===== src/rtl/rpc2_psram_bridge_v2.sv =====
// RPC2 transaction/TX/RX <-> PSRAM controller bridge with an explicit request FSM,
// a first-word-fall-through RX elastic FIFO, stall timeout and overflow tracking.
module rpc2_psram_bridge_v2 #(
  parameter int LEN_W         = 9,
  parameter int RX_ADDR_WIDTH = 1,
  parameter int RX_FIFO_DEPTH = 8,
  parameter int TO_CYCLES     = 31
) (
  input  logic                     clk,
  input  logic                     reset_n,
  input  logic                     rpc2_rw_valid,
  output logic                     rpc2_rw_ready,
  input  logic                     rpc2_rw_n,
  input  logic                     rpc2_target,
  input  logic                     rpc2_type,
  input  logic                     rpc2_gb_rst,
  input  logic                     rpc2_mem_init,
  input  logic [30:0]              rpc2_address,
  input  logic [LEN_W-1:0]         rpc2_len,
  input  logic [1:0]               rpc2_error,
  input  logic                     rpc2_done_request,
  output logic                     rpc2_wr_done,
  input  logic [15:0]              tx_data,
  input  logic [1:0]               tx_mask,
  input  logic                     tx_data_valid,
  output logic                     tx_data_ready,
  output logic [15:0]              rx_data,
  output logic                     rx_data_valid,
  input  logic                     rx_data_ready,
  output logic                     rx_data_last,
  output logic [RX_ADDR_WIDTH-1:0] rx_data_addr,
  output logic [1:0]               rx_error,
  output logic                     rx_stall,
  output logic                     rx_overflow,
  output logic                     bd_instruction_req,
  input  logic                     bd_instruction_ready,
  output logic [7:0]               bd_command,
  output logic [31:0]              bd_address,
  output logic [LEN_W-1:0]         bd_data_len,
  output logic [15:0]              bd_wdata,
  output logic [1:0]               bd_wdata_mask,
  input  logic                     bd_wdata_ready,
  input  logic                     bd_rdata_valid,
  input  logic [15:0]              bd_rdata
);
  localparam int AW = $clog2(RX_FIFO_DEPTH);
  localparam int CW = LEN_W + 1;
  localparam logic [7:0] TO_VAL = 8'(TO_CYCLES);

  typedef enum logic [1:0] {IDLE, CMD, WDATA, RDATA} state_t;

  state_t            state_q, state_d;
  logic              rw_n_q, rw_n_d;
  logic [7:0]        cmd_q, cmd_d, cmd_dec, core;
  logic [30:0]       addr_q, addr_d;
  logic [LEN_W-1:0]  len_q, len_d;
  logic [1:0]        err_q, err_d;
  logic              done_req_q, done_req_d;
  logic              req_q, req_d;
  logic              wr_done_q, wr_done_d;
  logic              ovf_q, ovf_d;
  logic [CW-1:0]     wcnt_q, wcnt_d, pcnt_q, pcnt_d, popc_q, popc_d;
  logic [7:0]        to_q, to_d;
  logic [AW:0]       wp_q, wp_d, rp_q, rp_d;
  logic [15:0]       fifo_mem [RX_FIFO_DEPTH];

  logic [CW-1:0] len_ext;
  logic          empty, full, pop, push_req, wr_en, wbeat;

  assign len_ext  = {1'b0, len_q};
  assign empty    = (wp_q == rp_q);
  assign full     = (wp_q[AW] != rp_q[AW]) && (wp_q[AW-1:0] == rp_q[AW-1:0]);
  assign pop      = ~empty & rx_data_ready;
  // Pulses past the final beat are ignored; a full FIFO only takes a beat if one leaves
  assign push_req = (state_q == RDATA) & bd_rdata_valid & (pcnt_q <= len_ext);
  assign wr_en    = push_req & (~full | pop);
  assign wbeat    = (state_q == WDATA) & tx_data_valid & bd_wdata_ready;

  always_comb begin
    core = {~rpc2_rw_n, rpc2_target, ~rpc2_type, 3'b000, rpc2_gb_rst, rpc2_mem_init};
    case (core)
      8'hC1:   cmd_dec = 8'h00;
      8'hC2:   cmd_dec = 8'h80;
      8'hC0:   cmd_dec = 8'h01;
      8'h40:   cmd_dec = 8'h02;
      8'h80:   cmd_dec = 8'h04;
      8'h00:   cmd_dec = 8'h08;
      default: cmd_dec = 8'h00;
    endcase
  end

  always_comb begin
    state_d    = state_q;
    rw_n_d     = rw_n_q;
    cmd_d      = cmd_q;
    addr_d     = addr_q;
    len_d      = len_q;
    err_d      = err_q;
    done_req_d = done_req_q;
    req_d      = req_q;
    wr_done_d  = 1'b0;
    ovf_d      = ovf_q;
    wcnt_d     = wcnt_q;
    pcnt_d     = pcnt_q;
    popc_d     = popc_q;
    wp_d       = wr_en ? wp_q + 1'b1 : wp_q;
    rp_d       = pop   ? rp_q + 1'b1 : rp_q;
    case (state_q)
      IDLE: begin
        wp_d = '0;
        rp_d = '0;
        if (rpc2_rw_valid) begin
          rw_n_d     = rpc2_rw_n;
          cmd_d      = cmd_dec;
          addr_d     = rpc2_address;
          len_d      = rpc2_len;
          err_d      = rpc2_error;
          done_req_d = rpc2_done_request;
          ovf_d      = 1'b0;
          wcnt_d     = '0;
          pcnt_d     = '0;
          popc_d     = '0;
          req_d      = 1'b1;
          state_d    = CMD;
        end
      end
      CMD: begin
        if (bd_instruction_ready) begin
          req_d   = 1'b0;
          state_d = rw_n_q ? RDATA : WDATA;
        end
      end
      WDATA: begin
        if (wbeat) begin
          wcnt_d = wcnt_q + 1'b1;
          if (wcnt_q == len_ext) begin
            state_d   = IDLE;
            wr_done_d = done_req_q;
          end
        end
      end
      RDATA: begin
        if (push_req) begin
          pcnt_d = pcnt_q + 1'b1;
          if (full & ~pop) ovf_d = 1'b1;
        end
        if (pop) begin
          popc_d = popc_q + 1'b1;
          if (popc_q == len_ext) state_d = IDLE;
        end
      end
      default: state_d = IDLE;
    endcase
  end

  // Stall timer restarts on every pop and whenever no read is in progress
  always_comb begin
    to_d = to_q;
    if (state_q != RDATA || pop)
      to_d = '0;
    else if (~empty & ~rx_data_ready & (to_q != TO_VAL))
      to_d = to_q + 1'b1;
  end

  always_ff @(posedge clk or negedge reset_n) begin
    if (!reset_n) begin
      state_q    <= IDLE;
      rw_n_q     <= 1'b0;
      cmd_q      <= '0;
      addr_q     <= '0;
      len_q      <= '0;
      err_q      <= '0;
      done_req_q <= 1'b0;
      req_q      <= 1'b0;
      wr_done_q  <= 1'b0;
      ovf_q      <= 1'b0;
      wcnt_q     <= '0;
      pcnt_q     <= '0;
      popc_q     <= '0;
      to_q       <= '0;
      wp_q       <= '0;
      rp_q       <= '0;
    end else begin
      state_q    <= state_d;
      rw_n_q     <= rw_n_d;
      cmd_q      <= cmd_d;
      addr_q     <= addr_d;
      len_q      <= len_d;
      err_q      <= err_d;
      done_req_q <= done_req_d;
      req_q      <= req_d;
      wr_done_q  <= wr_done_d;
      ovf_q      <= ovf_d;
      wcnt_q     <= wcnt_d;
      pcnt_q     <= pcnt_d;
      popc_q     <= popc_d;
      to_q       <= to_d;
      wp_q       <= wp_d;
      rp_q       <= rp_d;
    end
  end

  always_ff @(posedge clk) begin
    if (wr_en) fifo_mem[wp_q[AW-1:0]] <= bd_rdata;
  end

  assign rpc2_rw_ready      = (state_q == IDLE);
  assign rpc2_wr_done       = wr_done_q;
  assign tx_data_ready      = (state_q == WDATA) & bd_wdata_ready;
  assign rx_data_valid      = ~empty;
  assign rx_data            = empty ? 16'h0 : fifo_mem[rp_q[AW-1:0]];
  assign rx_data_last       = ~empty & (popc_q == len_ext);
  assign rx_data_addr       = addr_q[RX_ADDR_WIDTH-1:0] + popc_q[RX_ADDR_WIDTH-1:0];
  assign rx_error           = empty ? 2'b00 : err_q;
  assign rx_stall           = (to_q == TO_VAL);
  assign rx_overflow        = ovf_q;
  assign bd_instruction_req = req_q;
  assign bd_command         = cmd_q;
  assign bd_address         = {1'b0, addr_q};
  assign bd_data_len        = len_q;
  assign bd_wdata           = tx_data;
  assign bd_wdata_mask      = tx_mask;
endmodule

===== config.mk =====
export PLATFORM = sky130hd
export DESIGN_NAME = rpc2_psram_bridge_v2
export DESIGN_NICKNAME = d
export VERILOG_FILES = /design/src/rtl/rpc2_psram_bridge_v2.sv
export SDC_FILE = /design/constraint.sdc
export NUM_CORES = 1
export LEC_CHECK = 0
export CAP_MARGIN = 20
export CELL_PAD_IN_SITES_DETAIL_PLACEMENT = 0
export CELL_PAD_IN_SITES_GLOBAL_PLACEMENT = 1
export CORE_ASPECT_RATIO = 1.2
export CORE_MARGIN = 2
export CORE_UTILIZATION = 43
export CTS_CLUSTER_SIZE = 8
export DETAILED_ROUTE_END_ITERATION = 10
export GPL_TIMING_DRIVEN = 0
export HOLD_SLACK_MARGIN = 0.12
export PLACE_DENSITY_LB_ADDON = 0.15
export SLEW_MARGIN = 25
export SYNTH_ARGS = -nofsm -noshare
export SYNTH_HDL_FRONTEND = slang
export SYNTH_SLANG_ARGS = --single-unit

===== constraint.sdc =====
create_clock -name clk -period 4 [get_ports clk]
set_input_delay 1 -clock clk [delete_from_list [all_inputs] [get_ports clk]]
set_output_delay 1 -clock clk [all_outputs]
set_load 0.05 [all_outputs]

== Word-level counts from Yosys, hierarchy flattened ==
Memories as Yosys holds them, arrays and structs flattened.
Cells that the tools add are included.

* Logic and storage cells: 119
* Memory bits (writable): 128
* Memories kept: 1
* Flip-flop bits (word level): 103

{| class="wikitable"
|+ Memories
! name !! words !! bits a word !! read ports !! clocked after Yosys merged registers in !! write ports !! RTL line !! source
|-
| fifo_mem || 8 || 16 || 1 || 0 || 1 || 65 || <nowiki>logic [15:0] fifo_mem [RX_FIFO_DEPTH];</nowiki>
|}

* Bitwise gates (word level): 18
* Eq/ne operators: 23
* Reductions and logical operators: 17
* Order comparisons: 1
* Add/sub/neg operators: 7
* Mux-type cells: 36

{| class="wikitable"
|+ Operators by type and width
! cell !! number
|-
| $pmux 10 s2 || 3
|-
| $mux 10 || 4
|-
| $pmux 8 s5 || 1
|-
| $add 10x1->10 const B || 3
|-
| $eq 10x9->1 || 2
|-
| $mux 16 || 1
|-
| $mux 4 || 4
|-
| $mux 8 || 2
|-
| $eq 5x5->1 const B || 3
|-
| $mux 2 || 7
|-
| $ne 2x2->1 const B || 6
|-
| $reduce_and 3->1 || 4
|-
| $reduce_bool 2->1 || 6
|-
| $and 1x1->1 || 11
|-
| $mux 1 || 11
|-
| $le 10x9->1 || 1
|-
| $add 4x1->4 const B || 2
|-
| $add 8x1->8 const B || 1
|-
| $eq 8x5->1 const B || 1
|-
| $ne 8x5->1 const B || 1
|-
| $pmux 2 s4 || 1
|-
| $ne 2x1->1 const B || 3
|-
| $not 1->1 || 6
|-
| $reduce_and 6->1 || 1
|-
| 15 further kinds || 17
|}

== Longest topological paths before layout ==
Gate-level depths: netlist of the first run.

* Depth in word-level cells: 8
* Gate-level depth with buffers: 8
* Mapped depth without buffers: 7

== Worst setup path before layout of the first run ==
Ideal clock, no wire load.

* Path type: flip-flop to flip-flop
* Start point: reg len_q[7] (netlist: bd_data_len[7])
* End point: mem fifo_mem[3][0] (enable)
* Data required time: 3591 ps
* Data arrival time: 3285 ps
* Buffers on the path: 1
* Stages on the path, launching flop included: 9
* Path slack: 306 ps
* Setup time: 409 ps
* Cells stage by stage: dfrtp_1 -> inv_1 -> ha_1 -> a21o_1 -> a211oi_4 -> and4b_1 -> buf_4 -> o21ai_4 -> nor3_1

* Word-level cells in the longest chain between the ends: 5

{| class="wikitable"
|+ Ends and longest elaborated chain
! item !! RTL line !! source
|-
| start, declared || 56 || <nowiki>logic [LEN_W-1:0] len_q, len_d;</nowiki>
|-
| start signal, assigned || 188 || <nowiki>len_q <= len_d;</nowiki>
|-
| $le 10x9->1 || 75 || <nowiki>assign push_req = (state_q == RDATA) & bd_rdata_valid & (pcnt_q <= len_ext);</nowiki>
|-
| $and 1x1->1 || 75 ||
|-
| $and 1x1->1 || 76 || <nowiki>assign wr_en = push_req & (~full | pop);</nowiki>
|-
| $mux 1 || 204 || <nowiki>if (wr_en) fifo_mem[wp_q[AW-1:0]] <= bd_rdata;</nowiki>
|-
| $mux 1 (implied by the code) || 204 ||
|-
| end, declared || 65 ||
|}

Every way passes these cells.

== Worst setup path after layout of the first run ==
* Start point: reg wp_q[1]
* End point: out rx_data[14]

* Word-level cells in the longest chain between the ends: 2

{| class="wikitable"
|+ Ends and longest elaborated chain
! item !! RTL line !! source
|-
| start, declared || 64 || <nowiki>logic [AW:0] wp_q, wp_d, rp_q, rp_d;</nowiki>
|-
| start signal, assigned || 198 || <nowiki>wp_q <= wp_d;</nowiki>
|-
| $eq 4x4->1 || 71 || <nowiki>assign empty = (wp_q == rp_q);</nowiki>
|-
| $mux 16 || 211 || <nowiki>assign rx_data = empty ? 16'h0 : fifo_mem[rp_q[AW-1:0]];</nowiki>
|-
| end, declared || 27 || <nowiki>output logic [15:0] rx_data,</nowiki>
|}

Every way passes these cells.

==> metrics.txt, run 1 <==
CP max-delay cell=dlygate4sd2_1; multi-input logic area=3560 µm²; Pleak=about 5.4 nW; Reg2Reg Setup Slack=between 0.6 and 0.7 ns; Power Total=about 11 mW; first-pass GRT wire length=~39,000 µm; Area contributors post-synth=edfxtp_1 (37%), dfrtp_1 (24%), mux4_2 (7.0%); Yosys reg bits=about 230; chip height=around 170 µm; Yosys warnings=0; DRC=0; CP Launch Type=register; final number of setup-violating endpoints=0; CTS tree=yes; Pint=6.43 mW; Psw=approximately 4.5 mW; Peak VDD IR=0.624 mV; ys flop type=edfxtp_1; Initial DRC Count=367; Filler Cells Inserted=roughly 2,000; CP cell instances=buf_4 > xnor2_1 > and4_1 > buf_6 > buf_4 > buf_2 > nor2_1 > dlygate4sd2_1; placed wire-length estimate=between 15,000 and 20,000 µm; area grow syn2layout=31.5%; Crit Path Category=register to output port; cell repeated most along the worst path=buf_4; CP bufs+invs=5; H-tree level count=2; HP Class=input pin to asynchronous set/reset pin; routed wire length=between 20,000 and 25,000 µm; FP Rows=62; gr ovfl total=0; RSZ-0062 raised after global routing=no; largest net degree at the start of global routing=71; antenna violations before repair=0; crit path DAT=between 2 and 3 ns; share of the synthesized area in the top cell type=between 30% and 40%; Period minus WS final=approximately 3.7 ns; Skew-Pair Late Insertion Delay=around 0.5 ns; IO Pins=about 180; Final Hold Fails=0; Mean Syn Cell Area=13.0 µm²; layout cell share with drive strength beyond 1=between 10 and 15%; Gate power share=approximately 46%; Worst-Margin Slew=between 0.9 and 1 ns; reg-to-reg startpoint=bd_data_len[7]; post-placement cell area=about 13,000 µm²; clock share of power=23.8%; Worst Setup End Kind=output port; Final nets=around 1,100; Post-synth EDFFs=between 100 and 150; DR vias/cell=approximately 5; n_diodes=0; cell count after synthesis=789; via count=just under 7,000; Final period util=92.7%; maxcap violations=0; Die Width=about 150 µm; crit-path max FO=10; synthesized area=10,300 µm²; number of global-route vias before repair=approximately 7,000; Reg clk slew, reported paths=approximately 0.05 ns; Sw Share=41.4%; antenna viol nets, final=0; core area=23,700 µm²; Final GP Congestion=~0.77; Num Clock Sinks=roughly 230; CTS Buf Count=34; setup TNS=0 ns; Crit path required time=3.00 ns; biggest cell delay along the critical path=around 0.44 ns; Synth cell types=between 60 and 70; Clock Tree Root=clkbuf_16; Total GRT Usage=19.7%; Seq pwr share=30.6%; full die area=between 20,000 and 30,000 µm²; CTS Buffer Depth=3; Post-synth ARST share=43.9%; max-slew violations=0; hold buffer count at CTS=0; Port Buffer Count=approximately 160; Max Clock Skew=between 0.015 and 0.02 ns; Initial Utilization=between 40% and 50%; RR Endpoint=fifo_mem[6][6]; CP top delay family=buffers and inverters; Fmax achieved=270 MHz; Synth area leader=edfxtp_1; sequential-to-total area share from yosys stat=between 60% and 70%; final instance area=13,500 µm²; register area=roughly 6300 µm²; Rel. slew slack=37.9%; DRT Pass-1 Iters=4; R2R depth=10; pwr dens=between 800 and 900 nW/µm²; final core occ=between 50% and 60%; wire length per cell=between 15 and 20 µm; status=completed
-- area by class of cell --
class,instances,share of cell area (%)
Tap cell,320,2.96
Buffer,64,2.76
Inverter,19,0.564
Timing Repair Buffer,176,13.2
Multi-Input combinational cell,481,26.3
Clock buffer,46,6.78
Clock inverter,3,0.462
Sequential cell,228,46.9
-- power by group through the flow --
stage / combinational [mW] / sequential [mW] / clock [mW]
2_1_floorplan: 2.75 / 4.01 / 0
3_3_place_gp: 4.99 / 3.40 / 0
3_5_place_dp: 5.14 / 3.40 / 0
4_1_cts: 5.09 / 3.36 / 2.69
5_1_grt: 5.38 / 3.41 / 2.78
6_report: 5.00 / 3.35 / 2.61
-- synth_stat cells (2+ instances only) --
cell,n
a211oi_1,2
a21oi_1,13
a22o_1,4
a31oi_1,3
a32o_1,3
and2_1,5
and3_1,7
and4_1,3
buf_1,6
buf_2,9
buf_4,28
clkbuf_1,20
dfrtp_1,100
edfxtp_1,128
ha_1,15
inv_1,18
mux2i_1,28
mux4_2,32
nand2_1,142
nand2b_1,8
nand3_1,15
nand4_1,13
nor2_1,51
nor2b_1,2
nor3_1,6
nor4_1,2
nor4_2,6
nor4b_2,3
o211ai_1,5
o21ai_0,33
o21ai_1,2
or3_1,4
or4_1,3
xnor2_1,26
xor2_1,15
-- cell families (layout without fill, tap and decap cells) --
logic type      count (synthesis)  after routing  synth area share [%]
compound gates                 81             81                  5.51
xor+xnor                       41             41                  3.49
fa+ha+maj                      15             15                  1.82
buf+inv                        83            308                  4.28
flops                         228            228                  61.7
mux                            61             61                  9.84
other cells                     1              4                0.0364
simple gates                  279            279                  13.4
-- state kept, by name, indices dropped and copies added (netlist names), 2 cells and up --
name and cells:
bd_command 5, state_q 2, wp_q 4, err_q 2, addr_q 31, bd_data_len 9
rp_q 4, fifo_mem 128, wcnt_q 10, popc_q 10, to_q 8, pcnt_q 10
-- cell usage in the layout, fill, tap and decap left out, types with 26 or more instances in the layout --
master           instances
clkdlybuf4s50_1        143
xnor2_1                 26
edfxtp_1               128
clkbuf_16               35
clkbuf_1                28
o21ai_0                 33
dfrtp_1                100
nor2_1                  51
nand2_1                142
mux2i_1                 28
buf_4                   35
mux4_2                  32
-- per-stage QoR --
stage                     instances  hold slack, ns  setup WS, ns
after floorplan                 792           0.437         0.306
after global placement         1273           0.450         -2.21
after detailed placement       1288           0.459         0.154
after CTS                      1337           0.379       0.00396
after global routing           1337           0.391         0.118
final                          1337           0.382         0.291
-- worst max path at each step --
| stage | start | to | cells past startpoint |
|---|---|---|---|
| after floorplan | bd_data_len[7] | fifo_mem[3][0] | 8 |
| after global placement | reset_n | addr_q[30] | 1 |
| after detailed placement | bd_rdata_valid | fifo_mem[6][7] | 9 |
| after CTS | wp_q[1] | rx_data[11] | 8 |
| after global routing | wp_q[1] | rx_data[14] | 8 |
| final | wp_q[1] | rx_data[14] | 8 |
-- what timing repair did --
action | CTS | global route
endpoints found under the setup margin | 16 | 8
buffers inserted | 0 | 0
resized for setup | 14 | 8
-- layer usage --
layer / vias to the layer above / GRT usage [%] / wire length [µm]
met2: 160 / 34.6 / 12400
li1: 3242 / - / -
met4: 0 / 6.00 / 618
met3: 46 / 3.74 / 1110
met1: 3369 / 24.9 / 10400
met5: - / 0 / 0
(Power assumes the default switching activity.)
==> inputs of run 2 (changes only) <==
--- a/config.mk
+++ b/config.mk
@@ -10,7 +10,8 @@
 export CELL_PAD_IN_SITES_GLOBAL_PLACEMENT = 1
 export CORE_ASPECT_RATIO = 1.2
 export CORE_MARGIN = 2
-export CORE_UTILIZATION = 43
+export CORE_UTILIZATION = 44
+export CTS_BUF_LIST = sky130_fd_sc_hd__clkbuf_8
 export CTS_CLUSTER_SIZE = 8
 export DETAILED_ROUTE_END_ITERATION = 10
 export GPL_TIMING_DRIVEN = 0
==> run 2 against run 1 <==
First-iteration DRC count down 8.2%. Clock skew is 0.0062 ns higher. Count of clock-buffer cells in the layout decreased by 2. Setup slack got worse by 0.10 ns. Via count about the same. Core utilization grew 0.33 points. Fmax is 2.6% lower. Register-to-register slack lost 0.06 ns. Critical path type unchanged. Largest cell class unchanged. Largest power group unchanged. Highest routed layer unchanged.
==> metrics.txt, run 2 (synthesis results as in run 1) <==
DRC=0 (unchanged); Filler Cells Inserted=1,978 (-2.4%); max reg flops=128 (unchanged); Max Clock Skew=0.0222 ns (+0.00623 ns); gr ovfl total=0 (unchanged); Worst-Margin Slew=0.911 ns (-0.0210 ns); Die Width=144 µm (-1.1%); CP max-delay cell=dlygate4sd2_1; Final nets=1,114 (+0.45%); commonest non-fill, non-tap cell in the layout=clkdlybuf4s50_1; area grow syn2layout=28.4%; Peak VDD IR=0.509 mV (-18%); GR met1 Demand/Resource=25.2% (+0.28 points); DRT Pass-1 Iters=4 (unchanged); crit-path max FO=10 (unchanged); RR Endpoint=fifo_mem[1][6]; Port Buffer Count=161 (unchanged); cell repeated most along the worst path=buf_4; Final GP Congestion=0.792 (+3.0%); CP top delay family=buffers and inverters; IO Pins=184 (unchanged); antenna viol nets, final=0 (unchanged); CTS Buf Count=40 (+18%); Crit path required time=3.00 ns (about the same); crit path DAT=2.81 ns (+0.10 ns); DR vias/cell=5.05 (-0.87%); Power Total=10.2 mW (-6.7%); chip height=172 µm (-1.1%); post-placement cell area=12,500 µm² (-0.20%); number of global-route vias before repair=6,763 (-3.5%); Skew-Pair Late Insertion Delay=0.53 ns (+0.03 ns); CP bufs+invs=5 (unchanged); Reg clk slew, reported paths=0.06 ns (about the same); met3 Track Usage GR=3.67% (-0.062 points); final instance area=13,200 µm² (-2.3%); Fmax achieved=262 MHz (-2.6%); H-tree level count=2 (unchanged); final number of setup-violating endpoints=0 (unchanged); Final Hold Fails=0 (unchanged); Rel. slew slack=39.3% (+1.4 points); Final period util=95.2% (+2.5 points); CP cell instances=buf_4 > xnor2_1 > and4_1 > buf_6 > buf_4 > buf_2 > nor2_1 > dlygate4sd2_1; via count=6,813 (-0.059%); CTS Buffer Depth=3 (unchanged); Num Clock Sinks=228 (unchanged); reg-to-reg startpoint=bd_data_len[7]; GR Util met2=34.7% (+0.084 points); layout cell share with drive strength beyond 1=15.7% (+0.74 points); placed wire-length estimate=17,300 µm (+1.9%); Clock Tree Root=clkbuf_8; hold buffer count at CTS=0 (unchanged); wire length per cell=18.3 µm (-0.16%); gr busiest metal=met2; first-pass GRT wire length=37,200 µm (-5.2%); HP Class=input pin to asynchronous set/reset pin; full die area=24,600 µm² (-2.2%); Period minus WS final=3.81 ns (+0.101 ns); largest net degree at the start of global routing=66 (-7.0%); Initial Utilization=44.6% (+1.3 points); R2R depth=9 (-1); CTS tree=yes; n_diodes=0 (unchanged); Crit Path Category=register to output port; most frequent cells in the layout=clkdlybuf4s50_1 (143), nand2_1 (142), edfxtp_1 (128); pwr dens=775 nW/µm² (-4.5%); Total GRT Usage=19.9% (+0.20 points); status=completed; core area=23,000 µm² (-2.9%); routed wire length=24,700 µm (+0.66%); maxcap violations=0 (unchanged); max-slew violations=0 (unchanged); Initial DRC Count=337 (-8.2%); biggest cell delay along the critical path=0.57 ns (+0.13 ns); final core occ=57.3% (+0.33 points); antenna violations before repair=1 (+1); setup TNS=0 ns (unchanged); Worst Setup End Kind=output port; FP Rows=61 (-1.6%); Reg2Reg Setup Slack=0.60 ns (-0.06 ns); CP Launch Type=register; Pleak=5.33 nW (-1.8%); RSZ-0062 raised after global routing=no
==> run 2: changes by cell type in the layout (fill, tap and decap cells not counted), moves of 2 or more <==
cell	before	now
buf_4	35	37
buf_6	11	8
clkbuf_1	28	17
clkbuf_16	35	0
clkbuf_8	0	44
clkinv_1	0	4
clkinv_2	0	3
clkinv_8	2	0
dlygate4sd2_1	9	12
dlymetal6s2s_1	8	5
inv_1	18	31
==> run 2: stage by stage <==
step	hold WS (ns)	setup WS (ns)	std cells
floorplan	0.437	0.306	792
global placement	0.451	-2.26	1268
detailed placement	0.454	0.142	1282
CTS	0.351	0.00871	1348
global route	0.362	0.0612	1348
finish	0.360	0.190	1348
==> run 2: layer usage <==
layer	share of wire (%)	wire length, µm
met5	0	0
met4	2.5	617
met3	4.3	1070
met2	52	12700
met1	41	10200
==> run 2: cell type report <==
class,count,area (µm²),share of cell area (%)
Sequential cell,228,6350,48.0
Multi-Input combinational cell,481,3560,27.0
Timing Repair Buffer,175,1760,13.3
Clock buffer,44,606,4.58
Tap cell,315,394,2.98
Buffer,64,373,2.82
Clock inverter,22,95.1,0.720
Inverter,19,76.3,0.578
==> run 2: worst max path at each step <==
stage / slack (ns) / cells past startpoint / startpoint / to
after global routing: 0.06 / 8 / rp_q[0] / rx_data[14]
after global placement: -2.26 / 1 / reset_n / addr_q[20]
after floorplan: 0.31 / 8 / bd_data_len[7] / fifo_mem[3][0]
final: 0.19 / 8 / rp_q[0] / rx_data[14]
after detailed placement: 0.14 / 8 / bd_rdata_valid / fifo_mem[1][3]
after CTS: 0.009 / 8 / wp_q[1] / rx_data[2]
==> run 2: report_power, final <==
group	leakage, nW	switching [mW]	internal [mW]
combinational	2.46	3.24	1.73
sequential	2.46	0.340	3.02
clock	0.408	0.905	1.00
total	5.33	4.48	5.75
==> run 2: repair_timing <==
item	CTS	global route
pin swaps	0	0
endpoints found under the setup margin	16	5
setup buffers	0	0
gates resized for setup	17	5
